## config.mk

```make
export PLATFORM = sky130hd
export DESIGN_NAME = alu_arbiter
export DESIGN_NICKNAME = d
export VERILOG_FILES = /design/src/rtl/alu_arbiter.sv
export SDC_FILE = /design/constraint.sdc
export NUM_CORES = 1
export LEC_CHECK = 0
export ABC_AREA = 1
export BUFFER_PORTS_ARGS = -buffer_cell sky130_fd_sc_hd__buf_2
export CORE_MARGIN = 3
export CORE_UTILIZATION = 49
export DETAILED_ROUTE_END_ITERATION = 12
export GPL_TIMING_DRIVEN = 1
export PLACE_DENSITY = 0.93
export SYNTH_ARGS = -nofsm -noshare
export SYNTH_HDL_FRONTEND = slang
export SYNTH_SLANG_ARGS = --single-unit
```

## constraint.sdc

```tcl
create_clock -name clk -period 9.1 [get_ports clk]
set_input_delay 0.455 -clock clk [delete_from_list [all_inputs] [get_ports clk]]
set_output_delay 0.455 -clock clk [all_outputs]
set_load 0.01 [all_outputs]
```

## src/rtl/alu_arbiter.sv

```systemverilog
// Purpose : shares one ALU between port 0 (integer execute) and port 1 (address/branch gen),
//           round-robin on contention, one op in flight, with timeout, illegal-op reject and flush.
// Latency : accept -> rsp valid 2 cycles (1-cycle ALU), 1 cycle for illegal op; 4 cycles/op back-to-back.
// Backpr. : new requests stall (reqN_ready=0) until the owner consumes the response; rsp_* held meanwhile.
// Ports   : clk/rst (async active-high), flush; req{0,1}_{valid,ready,op,a,b}; rsp{0,1}_{valid,ready};
//           rsp_data/rsp_flags{Z,G,L}/rsp_err (shared); alu_en/alu_op/alu_a/alu_b to the ALU;
//           alu_data/alu_valid/alu_z/alu_g/alu_l from the ALU; busy (not idle).
module alu_arbiter #(
  parameter int WIDTH   = 32,
  parameter int OPW     = 5,
  parameter int TIMEOUT = 15
) (
  input  logic             clk,
  input  logic             rst,
  input  logic             flush,
  input  logic             req0_valid,
  output logic             req0_ready,
  input  logic [OPW-1:0]   req0_op,
  input  logic [WIDTH-1:0] req0_a,
  input  logic [WIDTH-1:0] req0_b,
  input  logic             req1_valid,
  output logic             req1_ready,
  input  logic [OPW-1:0]   req1_op,
  input  logic [WIDTH-1:0] req1_a,
  input  logic [WIDTH-1:0] req1_b,
  output logic             rsp0_valid,
  input  logic             rsp0_ready,
  output logic             rsp1_valid,
  input  logic             rsp1_ready,
  output logic [WIDTH-1:0] rsp_data,
  output logic [2:0]       rsp_flags,
  output logic             rsp_err,
  output logic             alu_en,
  output logic [OPW-1:0]   alu_op,
  output logic [WIDTH-1:0] alu_a,
  output logic [WIDTH-1:0] alu_b,
  input  logic [WIDTH-1:0] alu_data,
  input  logic             alu_valid,
  input  logic             alu_z,
  input  logic             alu_g,
  input  logic             alu_l,
  output logic             busy
);

  localparam logic [1:0] S_IDLE  = 2'd0;
  localparam logic [1:0] S_ISSUE = 2'd1;
  localparam logic [1:0] S_WAIT  = 2'd2;
  localparam logic [1:0] S_RESP  = 2'd3;

  localparam int            CW  = $clog2(TIMEOUT + 1);
  localparam logic [CW-1:0] TMO = CW'(TIMEOUT);

  localparam logic [OPW-1:0] OP_MIN = OPW'(1);
  localparam logic [OPW-1:0] OP_MAX = OPW'(20);

  logic [1:0]       state;
  logic             last_grant;  // port granted most recently; the other port wins a tie
  logic             owner;       // port whose op is in flight
  logic [CW-1:0]    wait_cnt;

  logic             grant0;
  logic             grant1;
  logic             accept;
  logic [OPW-1:0]   sel_op;
  logic [WIDTH-1:0] sel_a;
  logic [WIDTH-1:0] sel_b;
  logic             op_legal;
  logic             owner_rsp_ready;

  // Grants are mutually exclusive by construction: a tie resolves on last_grant.
  assign grant0 = req0_valid & (~req1_valid | last_grant);
  assign grant1 = req1_valid & (~req0_valid | ~last_grant);

  assign req0_ready = ~rst & (state == S_IDLE) & ~flush & grant0;
  assign req1_ready = ~rst & (state == S_IDLE) & ~flush & grant1;
  assign accept     = req0_ready | req1_ready;

  assign sel_op   = grant1 ? req1_op : req0_op;
  assign sel_a    = grant1 ? req1_a  : req0_a;
  assign sel_b    = grant1 ? req1_b  : req0_b;
  assign op_legal = (sel_op >= OP_MIN) && (sel_op <= OP_MAX);

  assign owner_rsp_ready = owner ? rsp1_ready : rsp0_ready;

  assign rsp0_valid = (state == S_RESP) & ~owner;
  assign rsp1_valid = (state == S_RESP) &  owner;
  assign busy       = (state != S_IDLE);

  always_ff @(posedge clk or posedge rst) begin
    if (rst) begin
      state      <= S_IDLE;
      last_grant <= 1'b1;
      owner      <= 1'b0;
      wait_cnt   <= '0;
      alu_en     <= 1'b0;
      alu_op     <= '0;
      alu_a      <= '0;
      alu_b      <= '0;
      rsp_data   <= '0;
      rsp_flags  <= 3'b000;
      rsp_err    <= 1'b0;
    end else begin
      // alu_en is only ever a single-cycle pulse covering the ISSUE state.
      alu_en <= 1'b0;
      if (flush) begin
        state <= S_IDLE;
      end else begin
        case (state)
          S_IDLE: begin
            if (accept) begin
              owner      <= grant1;
              last_grant <= grant1;
              alu_op     <= sel_op;
              alu_a      <= sel_a;
              alu_b      <= sel_b;
              if (op_legal) begin
                alu_en <= 1'b1;
                state  <= S_ISSUE;
              end else begin
                rsp_data  <= '0;
                rsp_flags <= 3'b000;
                rsp_err   <= 1'b1;
                state     <= S_RESP;
              end
            end
          end
          S_ISSUE: begin
            wait_cnt <= '0;
            state    <= S_WAIT;
          end
          S_WAIT: begin
            if (alu_valid) begin
              rsp_data  <= alu_data;
              rsp_flags <= {alu_z, alu_g, alu_l};
              rsp_err   <= 1'b0;
              state     <= S_RESP;
            end else if (wait_cnt == TMO) begin
              // TIMEOUT+1 WAIT cycles without a result
              rsp_data  <= '0;
              rsp_flags <= 3'b000;
              rsp_err   <= 1'b1;
              state     <= S_RESP;
            end else begin
              wait_cnt <= wait_cnt + 1'b1;
            end
          end
          S_RESP: begin
            if (owner_rsp_ready) begin
              state <= S_IDLE;
            end
          end
          default: state <= S_IDLE;
        endcase
      end
    end
  end

endmodule

```

==> impl_metrics.yaml <==
logic_synthesis:
  synth_seq_area_share: 0.503
  yosysMostFrequentCell: "nand2_1"
  syn_inst: 727
  syn_nets: 914
  synth-adder-area-share: 0.0132
  synth.area.mux_share: 0
  synthFlopType: "dfrtp_1"
  synth_warnings: 0
  async_flop_share: 1.00
  yosys.area_share.simple: 0.319
  synth_area_leaders: "dfrtp_1 (50%), nand2_1 (12%), nand3_1 (10%), nor2_1 (7.3%), a31oi_1 (7.1%)"
  synth_area_um2: 5680
  synth_top_family_by_area: "simple AND/OR/NAND/NOR gates"
  synth_largest_area_cell: "dfrtp_1"
  yosys-top-cells-count: "nand2_1 (181), dfrtp_1 (113), nand3_1 (113)"
  synth_edf_count: 0
  syn-mean-instance-area_um2: 7.81
  synth_cell_type_count: 27
  yosys.area.top_type_share: 0.498
  synth_compound_area_frac: 0.0820
  ys_seq_elements: 114
  synthXorXnorAreaFrac: 0.00154
sta:
  period_share: 0.327
  final-hold-violation-count: 0
  fmax_ghz: 0.336
  whs_ps: 181
  worstMarginPinSlew_ps: 1200
  slew_headroom: 0.196
  maxSlewViolCount: 0
  rsz0062_at_grt: "no"
  fin_skew_ps: 10.9
  setup_ws_ps: 6120
  final.setup.tns_ps: 0
  setup_viol: 0
  layout_min_cycle_time_ps: 2980
clock_tree:
  cts.sinks: 114
  cts.reportedPaths.clkPinSlew_ps: 60
  clock-root-buffer: "clkbuf_16"
  cts_tree: "yes"
  cts-htree-levels: 4
  hold_buffers: 0
  cts_buffers: 17
  post-cts-setup-buffers: 0
  clk_latency_ps: 410
  clockBufferDepth: 2
  cts-resized-gates: 0
detailed_routing:
  via_per_inst: 5.36
  drtAntennaViolNets: 0
  first_iter_violations: 662
  routed_wirelength_mm: 17.9
  vias: 6133
  wl_per_cell_um: 15.6
  first_pass_iters: 5
  drc_errors: 0
hold_path:
  min_path_type: "in -> async"
setup_path:
  path_class: "reg -> reg"
  end_kind: "register"
  crit_required_ps: 9390
  crit_path_max_fanout: 75
  critical_path_arrival_ps: 3270
  critPathLaunchType: "register"
placed_design:
  dpl-instance-area_um2: 7110
  dp_slack_ps: 5960
  post-place-cells: 1112
  place.port_buffers: 291
  hpwlAfterDp_mm: 12.6
  gp_congestion: 0.928
floorplan:
  die-area_um2: 12900
  die_x_um: 114
  rows: 38
  initial_utilization: 0.513
  die_y_um: 114
  io-pin-count: 292
  fp.coreArea_um2: 11100
cells_and_area:
  nFillCells: 862
  fin_cells: 1145
  final_cell_area_um2: 7730
  area_delta_synth_final_pct: 36.1
  layout-drive-gt1-share: 0.342
  multi_input_comb_area_um2: 2370
  regArea_um2: 2850
  nets: 1178
global_route:
  grt_pass1_vias: 5766
  grt-busiest-layer: "met2"
  grt_max_degree: 103
  antenna_found_initial: 2
  grt_pass1_wl_mm: 27.7
  grt_usage: 0.269
  grt_overflow: 0
  met2_usage: 0.446
  met3_usage: 0.0891
  met1_usage: 0.320
outcome:
  outcome: "finished clean"
pwr:
  power.density_nw_per_um2: 306
  vdd_drop_max_mv: 0.205
  p_leak_nw: 4.31
run:
  maxCapViolCount: 0
stage by stage:
stage	utilization	power, mW
3_3_place_gp	0.642	1.65
2_1_floorplan	-	1.34
4_1_cts	0.697	2.37
6_report	0.698	2.37
5_1_grt	0.697	2.51
3_5_place_dp	0.642	1.68
worst paths after layout:
check	depth (start not counted)	from	to	slack (ps)
max	11	last_grant	rsp_data[0]	6120
min	2	rst	alu_b[25]	180
max reg2reg	11	last_grant	rsp_data[0]	6120
min reg2reg	2	rsp_data[30]	rsp_data[30]	470
max in group asynchronous	3	rst	rsp_flags[2]	7690
min in group clk	3	req0_a[27]	alu_a[27]	300
critical path, cell delays in order (launching register included):
cell     delay [ps]
dfstp_2         370
nand2_2          40
buf_4           560
nand2_2         480
nand2_1         170
nand2_1         100
nand2_1          90
nand3_2         120
nand2_4         320
nand2_4         320
nand2_1         170
nand2_1          70
registers in the layout (all words and copies together), names as in the netlist:
name,cells
alu_a,32
alu_b,32
alu_en,1
alu_op,5
last_grant,1
owner,1
rsp_data,32
rsp_err,1
rsp_flags,3
state,2
wait_cnt,4
layout by cell type (no fill, tap or decap), types with 2 or more instances in the layout:
cell and n:
nand2_1 178, a21oi_1 7, ha_1 6, buf_2 291
nor2_1 111, bufinv_16 3, dfrtp_1 113, nand3b_1 6
nand2_4 3, clkbuf_8 2, clkinv_4 2, nand3_1 113
clkinvlp_4 6, nand2_2 3, inv_1 54, o21ai_0 6
or2_2 2, a31oi_1 64, clkbuf_16 17, buf_4 5
power breakdown:
part           total (mW)  internal (mW)  leakage [nW]  switching (mW)
clock               0.683          0.445         0.280           0.238
sequential          0.832          0.711          1.38           0.121
combinational       0.852          0.321          2.65           0.531
logic make-up (layout without fill, tap and decap cells):
logic type,Yosys count,in the layout
compound gates,77,77
xor+xnor,1,1
fa+ha+maj,6,6
buf+inv,107,384
flops,114,114
other cells,0,1
simple gates,422,422
layer usage:
layer,wire length [um],vias to the layer above,share of wire
li1,-,2900,-
met1,6590,2828,0.37
met2,8930,360,0.50
met3,1870,43,0.10
met4,513,2,0.029
met5,13,-,0.00073
area by class of cell:
cell class	instances	share of cell area
tap	140	0.0227
antenna	1	0.000324
clock buffer	20	0.0591
timing repair buffer	296	0.193
sequential	114	0.369
multi-input combinational	506	0.307
inverter	56	0.0275
clock inverter	12	0.0204
(Power assumes the default switching activity.)
